===== src/rtl/generador_tablero.sv =====
// generador_tablero: clears the 8x8 bomb matrix, places LFSR-chosen bombs (code 15), then latches the counted board.
// Latency: 1 clear cycle + 1 cycle per placement attempt + WAIT_CICLOS count cycles until done.
// start/cargar_semilla are ignored (not queued) while busy. SAFE_FIRST_CLICK_EN keeps one chosen cell bomb-free.
module generador_tablero #(
  parameter logic [15:0] SEMILLA_DEF  = 16'hACE1,
  parameter int          WAIT_CICLOS  = 2,
  parameter int          MAX_INTENTOS = 1023
) (
  input  logic                 clock,
  input  logic                 reset,
  input  logic                 start,
  input  logic [6:0]           num_bombas,
  input  logic                 cargar_semilla,
  input  logic [15:0]          semilla,
  input  logic [2:0]           safe_fila,
  input  logic [2:0]           safe_col,
  output logic [7:0][7:0][3:0] matrizBombastic,
  input  logic [7:0][7:0][3:0] matrizNumeros,
  output logic [7:0][7:0][3:0] tablero,
  output logic                 busy,
  output logic                 done,
  output logic                 valido,
  output logic                 error_intentos,
  output logic [6:0]           bombas_colocadas
);

`ifdef SAFE_FIRST_CLICK_EN
  localparam logic [6:0] LIMITE = 7'd63;
`else
  localparam logic [6:0] LIMITE = 7'd64;
`endif
  localparam int CW = $clog2(WAIT_CICLOS + 1);

  typedef enum logic [2:0] {IDLE, CLEAR, PLACE, COUNT, DONE} estado_t;
  estado_t estado;

  logic [15:0]   lfsr;
  logic [15:0]   lfsr_sig;
  logic [6:0]    objetivo;
  logic [6:0]    colocadas_sig;
  logic [9:0]    intentos;
  logic [9:0]    intentos_sig;
  logic [CW-1:0] espera;
  logic [2:0]    fila;
  logic [2:0]    col;
  logic          excluida;
  logic          libre;

  assign fila = lfsr[5:3];
  assign col  = lfsr[2:0];

`ifdef SAFE_FIRST_CLICK_EN
  logic [2:0] safe_fila_q;
  logic [2:0] safe_col_q;
  assign excluida = (fila == safe_fila_q) && (col == safe_col_q);
`else
  logic unused_safe;
  assign unused_safe = ^{safe_fila, safe_col};
  assign excluida    = 1'b0;
`endif

  assign lfsr_sig      = {lfsr[14:0], lfsr[15] ^ lfsr[13] ^ lfsr[12] ^ lfsr[10]};
  assign libre         = (matrizBombastic[fila][col] != 4'hF) && !excluida;
  assign colocadas_sig = bombas_colocadas + {6'd0, libre};
  assign intentos_sig  = intentos + 10'd1;

  always_ff @(posedge clock) begin
    if (reset) begin
      estado           <= IDLE;
      matrizBombastic  <= '0;
      tablero          <= '0;
      busy             <= 1'b0;
      done             <= 1'b0;
      valido           <= 1'b0;
      error_intentos   <= 1'b0;
      bombas_colocadas <= 7'd0;
      lfsr             <= SEMILLA_DEF;
      objetivo         <= 7'd0;
      intentos         <= 10'd0;
      espera           <= '0;
`ifdef SAFE_FIRST_CLICK_EN
      safe_fila_q      <= 3'd0;
      safe_col_q       <= 3'd0;
`endif
    end else begin
      done <= 1'b0;
      case (estado)
        IDLE, DONE: begin
          if (start) begin
            objetivo       <= (num_bombas > LIMITE) ? LIMITE : num_bombas;
            valido         <= 1'b0;
            error_intentos <= 1'b0;
            busy           <= 1'b1;
            estado         <= CLEAR;
`ifdef SAFE_FIRST_CLICK_EN
            safe_fila_q    <= safe_fila;
            safe_col_q     <= safe_col;
`endif
          end else if (cargar_semilla) begin
            // An all-zero LFSR would lock up, so a zero seed falls back to the default.
            lfsr <= (semilla == 16'd0) ? SEMILLA_DEF : semilla;
          end
        end
        CLEAR: begin
          matrizBombastic  <= '0;
          bombas_colocadas <= 7'd0;
          intentos         <= 10'd0;
          espera           <= CW'(1);
          estado           <= (objetivo == 7'd0) ? COUNT : PLACE;
        end
        PLACE: begin
          lfsr             <= lfsr_sig;
          intentos         <= intentos_sig;
          bombas_colocadas <= colocadas_sig;
          if (libre) matrizBombastic[fila][col] <= 4'hF;
          if (colocadas_sig == objetivo) begin
            estado <= COUNT;
          end else if (intentos_sig == 10'(MAX_INTENTOS)) begin
            error_intentos <= 1'b1;
            estado         <= COUNT;
          end
        end
        COUNT: begin
          // The counter is registered, so its output is only trustworthy from the second COUNT cycle.
          if (espera == CW'(WAIT_CICLOS)) begin
            tablero <= matrizNumeros;
            done    <= 1'b1;
            valido  <= 1'b1;
            busy    <= 1'b0;
            estado  <= DONE;
          end else begin
            espera <= espera + CW'(1);
          end
        end
        default: estado <= IDLE;
      endcase
    end
  end

endmodule


===== config.mk =====
export PLATFORM = sky130hd
export DESIGN_NAME = generador_tablero
export DESIGN_NICKNAME = d
export VERILOG_FILES = /design/src/rtl/generador_tablero.sv
export SDC_FILE = /design/constraint.sdc
export NUM_CORES = 1
export LEC_CHECK = 0
export BUFFER_PORTS_ARGS = -buffer_cell sky130_fd_sc_hd__buf_2
export CAP_MARGIN = 20
export CORE_AREA = 2 2 318 320
export CTS_CLUSTER_DIAMETER = 40
export CTS_CLUSTER_SIZE = 30
export DETAILED_ROUTE_END_ITERATION = 16
export DIE_AREA = 0 0 320 322
export GPL_TIMING_DRIVEN = 0
export RECOVER_POWER = 100
export SYNTH_ARGS = -nofsm -noshare
export SYNTH_HDL_FRONTEND = slang
export SYNTH_SLANG_ARGS = --single-unit
export TNS_END_PERCENT = 50

===== constraint.sdc =====
create_clock -name clock -period 4.7 [get_ports clock]
set_clock_uncertainty 0.2 [all_clocks]
set_input_delay 0.705 -clock clock [delete_from_list [all_inputs] [get_ports clock]]
set_output_delay 0.705 -clock clock [all_outputs]
set_load 0.05 [all_outputs]

==> results.py <==
metrics = {
    "worst_hold_path": {
        "min_path_type": "primary input to register",
        "worstHoldEndpoint": "tablero[12]$_SDFFE_PP0P_",
        "hold_depth": 3,
        "hp-start": "matrizNumeros[12]",
    },
    "synthesis": {
        "synth_warnings": 0,
        "ys.flop_type": "dfxtp_1",
        "ys_async_sr_fraction": 0,
        "synth_edf_count": 0,
        "ys_ff_latch": 561,
        "synthesis.nets": 2960,
        "syn_avg_cell_area_um2": 8.098,
        "seq_area_frac_synth": 0.5202,
        "syn-cell-area_mm2": 0.02159,
        "yosysUniqueCellTypes": 56,
        "synthCells": 2666,
    },
    "final_layout": {
        "fin_nets": 3863,
        "finalInstanceArea_mm2": 0.03031,
        "n_fill_cell": 11110,
        "syn2layout_area_growth_pct": 40.41,
        "drive_gt1_frac": 0.1617,
    },
    "floorplanning": {
        "row_count": 116,
        "core_mm2": 0.09957,
        "initial_core_util": 0.2168,
        "die_h_um": 322,
        "io_pins": 812,
        "die_area_mm2": 0.1030,
        "die_w_um": 320,
    },
    "sta": {
        "worstMarginPinSlew_ns": 1.589,
        "tns_ns": 0,
        "finalMaxSlewViolations": 11,
        "setup_violations": 0,
        "fin_crit_sh": 0.9824,
        "fin_crit_ns": 4.617,
        "maxSlewHeadroom": -0.05918,
        "finalHoldViolCount": 0,
        "fmax_ghz": 0.2166,
    },
    "cts": {
        "numCtsBuffers": 88,
        "clk_latency_ns": 0.67,
        "clockBufferDepth": 3,
        "cts.sink_count": 561,
        "holdBufCountCts": 0,
        "h-tree-depth": 3,
        "cts-root-buf": "clkbuf_16",
        "clk_pin_slew_ns": 0.05,
        "cts_tree": "yes",
    },
    "global_route": {
        "grt_overflow": 0,
        "grt_max_degree": 14,
        "grt_pass1_vias": 22800,
        "track_usage": 0.2462,
        "grt_pass1_wl_mm": 178.9,
        "grt_antenna_before_repair": 38,
    },
    "placed_design": {
        "place_area_mm2": 0.02729,
        "io_buffers": 805,
        "globalplace.congestion": 1.071,
        "place_hpwl_mm": 108.0,
    },
    "drt": {
        "drt_pass1_iterations": 5,
        "wl_per_cell_um": 27.02,
        "final_antenna_net_count": 0,
        "drc": 0,
        "dr_total_vias": 24980,
        "vias_per_cell": 5.047,
        "routed_wl_mm": 133.7,
        "drtIter0Drc": 2924,
    },
    "power": {
        "p_per_area_mw_per_mm2": 504.1,
        "power_leakage_nw": 10.41,
        "peakVddDrop_v": 0.0003168,
    },
    "setup_path": {
        "worstSetupStartpointType": "register",
        "end_kind": "register",
        "reg2reg_slack_ns": 0.08,
        "r2r-start": "lfsr[4]$_SDFFE_PP0P_",
        "crit_arrival_ns": 5.00,
        "path_max_fanout": 10,
        "worstSetupPathType": "register to register",
        "r2r_cells": 21,
        "required_ns": 5.08,
        "r2r-end": "estado[0]$_SDFFE_PP0P_",
    },
    "status": {
        "failed_checks": "max-capacitance violations, max-slew violations",
        "outcome": "complete, but fails checks",
    },
    "run": {
        "max_cap_violations": 1,
    },
}
worst max-delay path, cell delays in order, from the launching register on:
cell      delay, ns
dfxtp_4        0.39
buf_12         0.17
buf_6          0.15
or3b_4         0.39
a21oi_4        0.28
a211oi_1       0.09
a31oi_1        0.30
nor4_1         0.10
a211o_1        0.29
buf_6          0.14
clkbuf_8       0.16
or2_4          0.30
ha_4           0.18
ha_4           0.18
and3_4         0.19
nand3_2        0.09
xnor2_2        0.13
xnor2_1        0.14
a31oi_1        0.14
a211oi_2       0.27
nand2_1        0.09
a41oi_2        0.16
sequential cells by signal, summed over array words and instances, names as in the netlist:
| name | cells |
|---|---|
| busy | 1 |
| error_intentos | 1 |
| bombas_colocadas | 7 |
| matrizBombastic | 256 |
| lfsr | 16 |
| done | 1 |
| espera | 2 |
| estado | 3 |
| objetivo | 7 |
| tablero | 256 |
| intentos | 10 |
| valido | 1 |
cell type report:
cell class | count | area, µm² | area share
inverter | 38 | 146.4 | 0.004829
sequential | 561 | 11240 | 0.3707
clock inverter | 54 | 630.6 | 0.02080
tap | 1298 | 1624 | 0.05358
timing repair buffer | 819 | 3478 | 0.1147
buffer | 215 | 1070 | 0.03529
clock buffer | 109 | 2412 | 0.07958
multi-input combinational | 1846 | 9691 | 0.3197
antenna | 9 | 22.52 | 0.0007430
layer usage:
layer / vias to the layer above / routed length, µm / global-route usage
met1: 11660 / 46420 / 0.2715
met4: 56 / 11600 / 0.1653
met2: 1700 / 59810 / 0.4031
li1: 11060 / - / -
met3: 508 / 15510 / 0.08193
met5: - / 373 / 0
synth_stat cells (5+ instances only):
| master | n | share of area |
|---|---|---|
| nor4_1 | 7 | 0.0020 |
| or3b_2 | 7 | 0.0028 |
| buf_1 | 10 | 0.0017 |
| nor3b_1 | 7 | 0.0024 |
| nand2_1 | 653 | 0.11 |
| mux2_2 | 17 | 0.0089 |
| a22o_1 | 12 | 0.0049 |
| buf_2 | 26 | 0.0060 |
| a21oi_1 | 449 | 0.10 |
| o22ai_1 | 36 | 0.010 |
| nand2b_1 | 6 | 0.0017 |
| a22oi_1 | 45 | 0.016 |
| dfxtp_1 | 561 | 0.52 |
| xnor2_1 | 16 | 0.0065 |
| and2_1 | 6 | 0.0017 |
| nor3_1 | 52 | 0.012 |
| mux2i_1 | 36 | 0.017 |
| and3_1 | 10 | 0.0029 |
| clkbuf_1 | 185 | 0.032 |
| nor2b_1 | 7 | 0.0020 |
| o21bai_1 | 7 | 0.0024 |
| a211oi_1 | 5 | 0.0017 |
| a221oi_1 | 39 | 0.016 |
| o2111ai_1 | 41 | 0.017 |
| ha_1 | 5 | 0.0029 |
| or2_2 | 6 | 0.0017 |
| inv_1 | 38 | 0.0066 |
| nand3_1 | 19 | 0.0044 |
| o21ai_0 | 118 | 0.027 |
| nor2_1 | 196 | 0.034 |
cell families (layout without fill, tap and decap cells):
logic type,Yosys count,after routing,share of synthesized area
adders and majority gates,5,5,0.002898
AOI/OAI and AO/OA,779,779,0.2094
other,0,9,0
and+or+nand+nor,990,990,0.1864
muxes,55,55,0.02764
xor gates and xnor gates,17,17,0.006896
buffers and inverters,259,1235,0.04654
DFF,561,561,0.5202
worst max path at each step:
stage,end,start,slack (ns)
6_report,estado[0]$_SDFFE_PP0P_,lfsr[4]$_SDFFE_PP0P_,0.08
2_1_floorplan,estado[0]$_SDFFE_PP0P_,lfsr[2]$_SDFFE_PP0P_,0.28
4_1_cts,estado[0]$_SDFFE_PP0P_,lfsr[4]$_SDFFE_PP0P_,0.03
3_5_place_dp,estado[0]$_SDFFE_PP0P_,lfsr[5]$_SDFFE_PP1P_,-1.50
5_1_grt,estado[0]$_SDFFE_PP0P_,lfsr[5]$_SDFFE_PP1P_,-0.01
3_3_place_gp,estado[0]$_SDFFE_PP0P_,lfsr[5]$_SDFFE_PP1P_,-1.59
cell usage in the layout, fill, tap and decap left out, types with 9 or more instances in the layout:
cell,synthesis,final
a221oi_1,39,25
clkbuf_16,0,89
inv_1,38,37
o2111ai_1,41,41
clkbuf_2,0,9
a221oi_2,0,11
clkinvlp_4,0,12
clkinv_2,0,13
clkbuf_1,185,695
clkbuf_8,0,14
a21oi_1,449,447
buf_4,0,18
diode_2,0,9
dfxtp_1,561,559
mux2_2,17,17
o21ai_0,118,117
xnor2_1,16,15
nand3_1,19,16
nand2_1,653,651
a22o_1,12,12
nor2_1,196,191
o22ai_1,36,33
buf_2,26,294
nor3_1,52,51
a22oi_1,45,41
mux2i_1,36,29
power by group:
part           switching [mW]  leakage, nW  internal, mW
combinational            2.58         4.42         0.980
sequential              0.146         4.52          4.89
clock                    2.63         1.46          4.05
what timing repair did:
item                                    in CTS  in global routing
endpoints found under the setup margin      95                  3
buffers inserted                             3                  7
gates resized for setup                    115                 49
pin swaps                                    7                 15
stage by stage:
step	cells	util	power [mW]	setup slack, ns	hold slack [ns]
2_1_floorplan	2666	-	6.829	0.2768	0.2364
3_3_place_gp	4769	0.2736	8.180	-1.595	0.2403
3_5_place_dp	4773	0.2741	8.214	-1.498	0.2430
4_1_cts	4934	0.3084	15.08	0.02675	0.02070
5_1_grt	4943	0.3043	15.65	-0.01179	0.05048
6_report	4949	0.3045	15.28	0.08276	0.07929
Power figures use the tool's default switching activity.
